**config.mk**
```make
export PLATFORM = sky130hd
export DESIGN_NAME = ram_arbiter
export DESIGN_NICKNAME = d
export VERILOG_FILES = /design/src/rtl/ram_arbiter.sv
export SDC_FILE = /design/constraint.sdc
export NUM_CORES = 1
export LEC_CHECK = 0
export ABC_AREA = 1
export CAP_MARGIN = 25
export CORE_UTILIZATION = 38
export DETAILED_ROUTE_END_ITERATION = 12
export HOLD_SLACK_MARGIN = 0.03
export MAX_ROUTING_LAYER = met4
export PLACE_DENSITY = 0.77
export SLEW_MARGIN = 20
export SYNTH_ARGS = -nofsm -noshare
export SYNTH_HDL_FRONTEND = slang
export SYNTH_SLANG_ARGS = --single-unit
```
**constraint.sdc**
```tcl
create_clock -name clock -period 1.5 [get_ports clock]
set_input_delay 0.375 -clock clock [delete_from_list [all_inputs] [get_ports clock]]
set_output_delay 0.375 -clock clock [all_outputs]
set_load 0.01 [all_outputs]
```
**src/rtl/ram_arbiter.sv**
```systemverilog
`default_nettype none
// ============================================================================
//  Module   : ram_arbiter
//  Purpose  : Two-master arbiter sharing one data RAM between the CPU data
//             port (master 0) and a secondary bus master (master 1). Accesses
//             are serialised by an IDLE -> ISSUE -> ACK sequencer; contention
//             in IDLE is resolved round-robin. All outputs are registered.
//  Ports    : clock            - system clock, rising edge
//             reset            - asynchronous reset, active low
//             mX_req/write/addr/wdata/sel - master X request and payload
//             mX_ack           - one-cycle completion pulse
//             mX_rdata         - read data, held until that master's next read
//             ram_read_*       - RAM read port (combinational read data in)
//             ram_write_*      - RAM write port (commits on edge ending strobe)
//  Revision : 1.0  initial release
// ============================================================================
module ram_arbiter #(
  parameter int ADDR_WIDTH = 32,
  parameter int DATA_WIDTH = 32
) (
  input  logic                    clock,
  input  logic                    reset,

  input  logic                    m0_req,
  input  logic                    m0_write,
  input  logic [ADDR_WIDTH-1:0]   m0_addr,
  input  logic [DATA_WIDTH-1:0]   m0_wdata,
  input  logic [DATA_WIDTH/8-1:0] m0_sel,
  output logic                    m0_ack,
  output logic [DATA_WIDTH-1:0]   m0_rdata,

  input  logic                    m1_req,
  input  logic                    m1_write,
  input  logic [ADDR_WIDTH-1:0]   m1_addr,
  input  logic [DATA_WIDTH-1:0]   m1_wdata,
  input  logic [DATA_WIDTH/8-1:0] m1_sel,
  output logic                    m1_ack,
  output logic [DATA_WIDTH-1:0]   m1_rdata,

  output logic                    ram_read_enable,
  output logic [ADDR_WIDTH-1:0]   ram_read_address,
  input  logic [DATA_WIDTH-1:0]   ram_read_data,

  output logic                    ram_write_enable,
  output logic [ADDR_WIDTH-1:0]   ram_write_address,
  output logic [DATA_WIDTH-1:0]   ram_write_data,
  output logic [DATA_WIDTH/8-1:0] ram_write_select
);

  localparam int SEL_WIDTH = DATA_WIDTH / 8;

  typedef enum logic [1:0] {
    IDLE  = 2'd0,
    ISSUE = 2'd1,
    ACK   = 2'd2
  } state_t;

  // --------------------------------------------------------------------------
  // Sequencer state
  // --------------------------------------------------------------------------
  state_t state_q, state_d;
  logic   last_q,  last_d;   // master granted most recently
  logic   owner_q, owner_d;  // master owning the access in flight

  // Output registers
  logic                  m0_ack_q, m1_ack_q;
  logic [DATA_WIDTH-1:0] m0_rdata_q, m1_rdata_q;
  logic                  ren_q, wen_q;
  logic [ADDR_WIDTH-1:0] raddr_q, waddr_q;
  logic [DATA_WIDTH-1:0] wdata_q;
  logic [SEL_WIDTH-1:0]  wsel_q;

  // Grant decision and selected payload (only meaningful in IDLE)
  logic                  any_req;
  logic                  gnt_m1;
  logic                  gnt_write;
  logic [ADDR_WIDTH-1:0] gnt_addr;
  logic [DATA_WIDTH-1:0] gnt_wdata;
  logic [SEL_WIDTH-1:0]  gnt_sel;

  assign any_req = m0_req | m1_req;
  // Master 1 wins when alone, or on a tie when master 0 was granted last.
  assign gnt_m1    = m1_req & (~m0_req | ~last_q);
  assign gnt_write = gnt_m1 ? m1_write : m0_write;
  assign gnt_addr  = gnt_m1 ? m1_addr  : m0_addr;
  assign gnt_wdata = gnt_m1 ? m1_wdata : m0_wdata;
  assign gnt_sel   = gnt_m1 ? m1_sel   : m0_sel;

  // --------------------------------------------------------------------------
  // FSM: state register
  // --------------------------------------------------------------------------
  always_ff @(posedge clock or negedge reset) begin
    if (!reset) begin
      state_q <= IDLE;
      last_q  <= 1'b1;  // master 0 wins the first tie
      owner_q <= 1'b0;
    end else begin
      state_q <= state_d;
      last_q  <= last_d;
      owner_q <= owner_d;
    end
  end

  // --------------------------------------------------------------------------
  // FSM: next state
  // --------------------------------------------------------------------------
  always_comb begin
    state_d = state_q;
    last_d  = last_q;
    owner_d = owner_q;
    case (state_q)
      IDLE: begin
        if (any_req) begin
          owner_d = gnt_m1;
          last_d  = gnt_m1;
          state_d = ISSUE;
        end
      end
      ISSUE:   state_d = ACK;
      ACK:     state_d = IDLE;
      default: state_d = IDLE;
    endcase
  end

  // --------------------------------------------------------------------------
  // Registered datapath. The RAM-side registers are loaded on the grant edge
  // so the strobes are high exactly during the ISSUE cycle; address/data/select
  // keep their last value once the strobes drop.
  // --------------------------------------------------------------------------
  always_ff @(posedge clock or negedge reset) begin
    if (!reset) begin
      m0_ack_q   <= 1'b0;
      m1_ack_q   <= 1'b0;
      m0_rdata_q <= '0;
      m1_rdata_q <= '0;
      ren_q      <= 1'b0;
      wen_q      <= 1'b0;
      raddr_q    <= '0;
      waddr_q    <= '0;
      wdata_q    <= '0;
      wsel_q     <= '0;
    end else begin
      case (state_q)
        IDLE: begin
          if (any_req) begin
            if (gnt_write) begin
              wen_q   <= 1'b1;
              waddr_q <= gnt_addr;
              wdata_q <= gnt_wdata;
              wsel_q  <= gnt_sel;
            end else begin
              ren_q   <= 1'b1;
              raddr_q <= gnt_addr;
            end
          end
        end
        ISSUE: begin
          ren_q <= 1'b0;
          wen_q <= 1'b0;
          // RAM read data is combinational from the address driven this cycle.
          if (ren_q) begin
            if (owner_q) m1_rdata_q <= ram_read_data;
            else         m0_rdata_q <= ram_read_data;
          end
          if (owner_q) m1_ack_q <= 1'b1;
          else         m0_ack_q <= 1'b1;
        end
        ACK: begin
          m0_ack_q <= 1'b0;
          m1_ack_q <= 1'b0;
        end
        default: begin
          ren_q    <= 1'b0;
          wen_q    <= 1'b0;
          m0_ack_q <= 1'b0;
          m1_ack_q <= 1'b0;
        end
      endcase
    end
  end

  assign m0_ack            = m0_ack_q;
  assign m1_ack            = m1_ack_q;
  assign m0_rdata          = m0_rdata_q;
  assign m1_rdata          = m1_rdata_q;
  assign ram_read_enable   = ren_q;
  assign ram_read_address  = raddr_q;
  assign ram_write_enable  = wen_q;
  assign ram_write_address = waddr_q;
  assign ram_write_data    = wdata_q;
  assign ram_write_select  = wsel_q;

endmodule
`default_nettype wire

```
==> flow_metrics.env, run 1 <==
export IMPL_dpl_instance_area_sq_mm=0.0116
export IMPL_io_buffers=341
export IMPL_routed_wl_um=27300
export IMPL_synth_cell_types=18
export IMPL_yosys_area_top_type_share_pct=56.4
export IMPL_tritoncts="yes"
export IMPL_grt_busiest_layer="met2"
export IMPL_grt_pass1_vias=7367
export IMPL_root_buffer="clkbuf_16"
export IMPL_vias=7857
export IMPL_post_place_ws_ps=-404
export IMPL_clock_skew_final_ps=12.3
export IMPL_gr_usage_met1_pct=29.6
export IMPL_holdWs_ps=434
export IMPL_vdd_drop_max_uv=986
export IMPL_syn_nets=1113
export IMPL_post_route_drc_count=0
export IMPL_clkLatencyLatePin_ps=430
export IMPL_final_setup_viol_count=10
export IMPL_synth_commonest_cells="410 x nand2_1, 174 x nand3_1, 171 x dfrtp_1, 62 x o21ai_0, 38 x inv_1"
export IMPL_cts_buffers=17
export IMPL_grtUsageMet3_pct=6.40
export IMPL_final_setup_worst_slack_ps=-25.4
export IMPL_ys_ff_latch=172
export IMPL_post_drt_wl_per_cell_um=17.2
export IMPL_fp_row_count=51
export IMPL_r2r_start="last_q$_DFFE_PN1P_"
export IMPL_reg2reg_depth=8
export IMPL_worstReg2RegEnd="ram_write_address[22]$_DFFE_PN0P_"
export IMPL_outcome="finished with violations"
export IMPL_synthCells=939
export IMPL_ys_warnings_count=0
export IMPL_grt_pass1_wl_um=38600
export IMPL_arrival_ps=1890
export IMPL_synthSimpleGateAreaFrac_pct=32.8
export IMPL_fin_tns_setup_ps=-77.6
export IMPL_max_slew_margin_pct=70.4
export IMPL_met2_usage_pct=42.4
export IMPL_fin_crit_ps=1530
export IMPL_worst_slew_pin_slew_ps=444
export IMPL_worstSetupEndpoint="ram_write_address[22]$_DFFE_PN0P_"
export IMPL_crit_path_max_fanout=8
export IMPL_synth_area_leaders="dfrtp_1 56%, nand2_1 20%, nand3_1 11%"
export IMPL_critPathCaptureType="register"
export IMPL_nNetsFinal=1478
export IMPL_min_path_type="input pin to asynchronous set/reset pin"
export IMPL_die_width_um=143
export IMPL_max_freq_mhz=656
export IMPL_first_iter_violations=410
export IMPL_drive_gt1_share_pct=12.8
export IMPL_start_util_pct=38.9
export IMPL_grt_overflow_total=0
export IMPL_dieArea_sq_mm=0.0205
export IMPL_async_flop_share_pct=100
export IMPL_dpl_hpwl_um=18100
export IMPL_syn_avg_cell_area_sq_um=8.08
export IMPL_crit_path_start_kind="register"
export IMPL_ys_seq_area_share_pct=56.8
export IMPL_antenna_cells=0
export IMPL_io_pins=342
export IMPL_finalPower_uw=23300
export IMPL_power_leakage_uw=0.00646
export IMPL_gp_congestion=0.821
export IMPL_grt_setup_unrepaired="true"
export IMPL_synth_main_ff_cell="dfrtp_1"
export IMPL_synthMuxAreaShare_pct=0
export IMPL_die_y_um=143
export IMPL_startpoint="last_q$_DFFE_PN1P_"
export IMPL_area_growth_pct=67.5
export IMPL_clockBufferDepth=2
export IMPL_synthMostInstantiatedCell="nand2_1"
export IMPL_synth_edff_count=0
export IMPL_worst_setup_path_type="register to register"
export IMPL_hold_violations=0
export IMPL_viasPerCell=4.97
export IMPL_clkTransAtPathRegs_ps=70
export IMPL_core_sq_mm=0.0195
export IMPL_period_share_pct=102
export IMPL_clkSinkCount=172
export IMPL_maxCapViolCount=0
export IMPL_rrSetupSlack_ps=-30
export IMPL_antenna_found_initial=0
export IMPL_yosys_area_top_type="dfrtp_1"
export IMPL_synthAdderAreaFrac_pct=0
export IMPL_failed_checks="setup timing"
export IMPL_power_density_mw_per_mm2=1830
export IMPL_grt_max_degree=65
export IMPL_drv_slew=0
export IMPL_track_usage_pct=25.4
export IMPL_h_tree_depth=4
export IMPL_firstDrtPassIters=6
export IMPL_fin_area_sq_mm=0.0127
export IMPL_synth_xor_area_share_pct=0
export IMPL_ant_nets=0
export IMPL_syn_area_sq_mm=0.00759
export IMPL_required_ps=1860
export IMPL_synth_top_family_by_area="simple AND/OR/NAND/NOR gates"
export IMPL_synth_compound_area_share_pct=4.59
[power by group]
part	total (uW)	switching [uW]	internal, uW
sequential	7980	1240	6750
clock	4390	2130	2250
combinational	10900	5690	5190
[state kept, by name (all words and copies together), names as in the netlist]
name	flops
ram_write_address	32
m1_rdata	32
m0_rdata	32
ram_write_data	32
ram_write_select	4
m1_ack	1
ram_read_address	32
ram_write_enable	1
state_q	2
m0_ack	1
ram_read_enable	1
owner_q	1
last_q	1
[final cells by class]
cell class / instances / area, sq um
Sequential cell: 172 / 4310
Fill cell: 1575 / 6820
Timing Repair Buffer: 410 / 4300
Clock buffer: 17 / 425
Multi-Input combinational cell: 664 / 3020
Tap cell: 265 / 332
Clock inverter: 15 / 168
Inverter: 39 / 146
[routing by layer]
metal | wire (um) | up-vias | part of all wire, %
met5 | 0 | - | 0
met4 | 861 | 0 | 3.2
met3 | 2280 | 60 | 8.3
met2 | 13500 | 371 | 50
met1 | 10600 | 3691 | 39
li1 | - | 3735 | -
[logic make-up after synthesis]
family / count (synthesis)
AOI/OAI and AO/OA: 68
DFF: 172
buffers and inverters: 104
and+or+nand+nor: 595
[per-stage QoR]
stage,util [%],cells
after floorplan,-,939
after global placement,59.3,1520
after detailed placement,59.3,1520
after CTS,61.9,1555
after global routing,65.1,1582
final,65.1,1582
[cell usage in the layout (no fill, tap or decap), types with 3 or more instances in the layout]
cell and n:
dfrtp_1 171, inv_1 37, nand2_8 3, clkbuf_2 16, nand2_2 28, clkinv_4 4, nand2_4 3, clkdlybuf4s50_1 171
nor2_1 3, buf_6 11, buf_4 27, dlygate4sd2_1 12, o21ai_0 62, nand2_1 378, nand3_4 3, buf_12 21
nand3_1 170, clkdlybuf4s15_1 138, inv_8 6, clkbuf_16 26, o21ai_1 4, nand3_2 5
[how the worst min path moves through the flow]
stage | startpoint | end | slack [ps] | depth (start not counted)
after floorplan | reset | m0_ack$_DFFE_PN0P_ | 80 | 0
after global placement | reset | ram_read_address[13]$_DFFE_PN0P_ | 320 | 1
after detailed placement | reset | ram_read_address[15]$_DFFE_PN0P_ | 320 | 1
after CTS | reset | ram_read_address[15]$_DFFE_PN0P_ | 430 | 2
after global routing | reset | ram_read_address[16]$_DFFE_PN0P_ | 440 | 2
final | reset | ram_read_address[13]$_DFFE_PN0P_ | 430 | 2
[repair_timing]
| item | CTS | global route |
|---|---|---|
| setup endpoints to repair | 209 | 211 |
| buffers inserted | 2 | 14 |
| hold buffers | 1 | 0 |
| hold endpoints to repair | 26 | 0 |
| pin swaps | 0 | 35 |
| resized for setup | 236 | 163 |
| cloned | 0 | 13 |
[worst max-delay path, cell delays in order, from the launching register on]
cell and delay, ps:
dfstp_2 570, nand2_4 110, nand2_8 140, nand2_8 80
nand3_4 90, buf_12 170, clkbuf_16 180, nand2_1 50
nand2_1 60
(Power assumes the default switching activity.)
==> run 2, diff against run 1 <==
CORE_UTILIZATION = 45   (was 38)
PLACE_DENSITY = 0.86   (was 0.77)
clock period = 1.9 ns   (was 1.5 ns; I/O delays follow)
==> flow_metrics.env, run 2 (synthesis results as in run 1) <==
export IMPL_required_ps=1420
export IMPL_firstDrtPassIters=5
export IMPL_final_util_pct=73.4
export IMPL_post_route_drc_count=0
export IMPL_antenna_found_initial=1
export IMPL_final_setup_viol_count=0
export IMPL_worst_slew_pin_slew_ps=560
export IMPL_critPathCaptureType="output pin"
export IMPL_outcome="complete, no violations"
export IMPL_clkSinkCount=172
export IMPL_grt_overflow_total=0
export IMPL_seqPwrFrac_pct=34.1
export IMPL_routed_wl_um=24900
export IMPL_period_share_pct=97.7
export IMPL_fillers=1199
export IMPL_r2r_start="last_q$_DFFE_PN1P_"
export IMPL_ant_nets=0
export IMPL_p_switching_uw=6710
export IMPL_grt_pass1_wl_um=39400
export IMPL_fp_row_count=47
export IMPL_post_drt_wl_per_cell_um=16.5
export IMPL_grt_pass1_vias=7638
export IMPL_clkLatencyLatePin_ps=420
export IMPL_power_density_mw_per_mm2=1520
export IMPL_hold_violations=0
export IMPL_min_path_type="register to register"
export IMPL_power_leakage_uw=0.00609
export IMPL_drive_gt1_share_pct=6.53
export IMPL_worstReg2RegEnd="ram_read_address[22]$_DFFE_PN0P_"
export IMPL_rrSetupSlack_ps=340
export IMPL_viasPerCell=5.14
export IMPL_crit_family="buffers and inverters"
export IMPL_tritoncts="yes"
export IMPL_nNetsFinal=1447
export IMPL_crit_path_max_incr_delay_ps=590
export IMPL_max_slew_margin_pct=62.6
export IMPL_first_iter_violations=547
export IMPL_h_tree_depth=4
export IMPL_start_util_pct=45.9
export IMPL_vias=7752
export IMPL_post_place_ws_ps=-118
export IMPL_cts_buffers=17
export IMPL_crit_path_max_fanout=2
export IMPL_crit_path_start_kind="register"
export IMPL_register_area_sq_mm=0.00431
export IMPL_multi_input_area_sq_mm=0.00284
export IMPL_max_freq_mhz=539
export IMPL_maxCapViolCount=0
export IMPL_dieArea_sq_mm=0.0174
export IMPL_switching_share_pct=36.4
export IMPL_gp_congestion=0.905
export IMPL_final_common_cell="nand2_1"
export IMPL_startpoint="ram_write_address[21]$_DFFE_PN0P_"
export IMPL_arrival_ps=1380
export IMPL_worst_setup_path_type="register to output pin"
export IMPL_die_width_um=132
export IMPL_fin_crit_ps=1860
export IMPL_io_pins=342
export IMPL_layout_common_cells="409 x nand2_1, 334 x clkdlybuf4s50_1, 173 x nand3_1, 171 x dfrtp_1, 62 x o21ai_0"
export IMPL_worstSetupEndpoint="ram_write_address[21]"
export IMPL_core_sq_mm=0.0165
export IMPL_crit_path_top_delay_cell="clkdlybuf4s50_1"
export IMPL_drv_slew=0
export IMPL_finalPower_uw=18400
export IMPL_final_setup_worst_slack_ps=44.1
export IMPL_critPathBufInv=1
export IMPL_area_growth_pct=59.9
export IMPL_dpl_instance_area_sq_mm=0.0115
export IMPL_die_y_um=132
export IMPL_clockBufferDepth=2
export IMPL_grt_setup_unrepaired="false"
export IMPL_path_cells="clkdlybuf4s50_1"
export IMPL_internal_power_uw=11700
export IMPL_reg2reg_depth=7
export IMPL_clock_skew_final_ps=11.1
export IMPL_p_comb_share_pct=46.5
export IMPL_grt_max_degree=65
export IMPL_vdd_drop_max_uv=869
export IMPL_track_usage_pct=30.0
export IMPL_path_depth=1
export IMPL_dpl_hpwl_um=18300
export IMPL_fin_area_sq_mm=0.0121
export IMPL_pwr_share_clk_pct=19.5
export IMPL_root_buffer="clkbuf_16"
export IMPL_io_buffers=341
export IMPL_fin_tns_setup_ps=0
export IMPL_clkTransAtPathRegs_ps=60
-- run 2: cell types whose count changed in the layout (fill, tap and decap cells not counted), moves of 4 or more --
cell             delta
buf_6              -10
dlymetal6s2s_1      +4
clkdlybuf4s50_1   +163
nand2_2            -25
nand2_1            +31
clkdlybuf4s15_1   -138
buf_4               -7
dlygate4sd2_1      -11
clkbuf_16           -9
clkbuf_2           -16
-- run 2: area by class of cell --
type,count,area share (%)
Timing Repair Buffer,380,32.5
Clock buffer,17,3.51
Inverter,39,1.21
Multi-Input combinational cell,663,23.4
Antenna cell,1,0.0206
Tap cell,220,2.27
Sequential cell,172,35.5
Clock inverter,15,1.62
-- run 2: per-stage QoR --
stage / cells / hold slack (ps)
4_1_cts: 1506 / 482
5_1_grt: 1507 / 500
2_1_floorplan: 939 / 179
3_5_place_dp: 1473 / 387
6_report: 1507 / 478
3_3_place_gp: 1473 / 388
-- run 2: layer usage --
| metal | up-vias | track usage [%] | wire [um] |
|---|---|---|---|
| li1 | 3668 | - | - |
| met1 | 3636 | 35.3 | 9840 |
| met2 | 370 | 48.0 | 12000 |
| met3 | 78 | 6.57 | 1790 |
| met4 | 0 | 16.6 | 1250 |
| met5 | - | - | 0 |
-- run 2: worst min-delay path, cell delays in order (launching register included) --
cell and delay (ps):
dfrtp_1 340, nand2_1 50, nand2_1 50
-- run 2: what timing repair did --
action	in CTS	in global routing
endpoints found under the hold margin	29	0
hold buffers	1	0
endpoints found under the setup margin	1	4
setup buffers	0	0
resized for setup	1	4
cloned	0	0
-- run 2: power groups by stage --
stage	combinational [uW]	sequential, uW	clock (uW)
after CTS	8620	6280	3650
after detailed placement	8570	6280	0
after floorplan	2690	6990	0
final	8570	6290	3590
after global routing	9220	6480	3800
after global placement	8330	6250	0
-- run 2: how the worst min path moves through the flow --
stage                                startpoint                                to  slack [ps]  cells after the start
3_3_place_gp                              reset           m0_rdata[8]$_DFFE_PN0P_         390                      1
4_1_cts         ram_read_address[8]$_DFFE_PN0P_   ram_read_address[8]$_DFFE_PN0P_         480                      2
6_report       ram_read_address[24]$_DFFE_PN0P_  ram_read_address[24]$_DFFE_PN0P_         480                      2
3_5_place_dp                              reset           m0_rdata[8]$_DFFE_PN0P_         390                      1
5_1_grt        ram_write_address[9]$_DFFE_PN0P_  ram_write_address[9]$_DFFE_PN0P_         500                      2
2_1_floorplan                             reset                m0_ack$_DFFE_PN0P_         180                      0
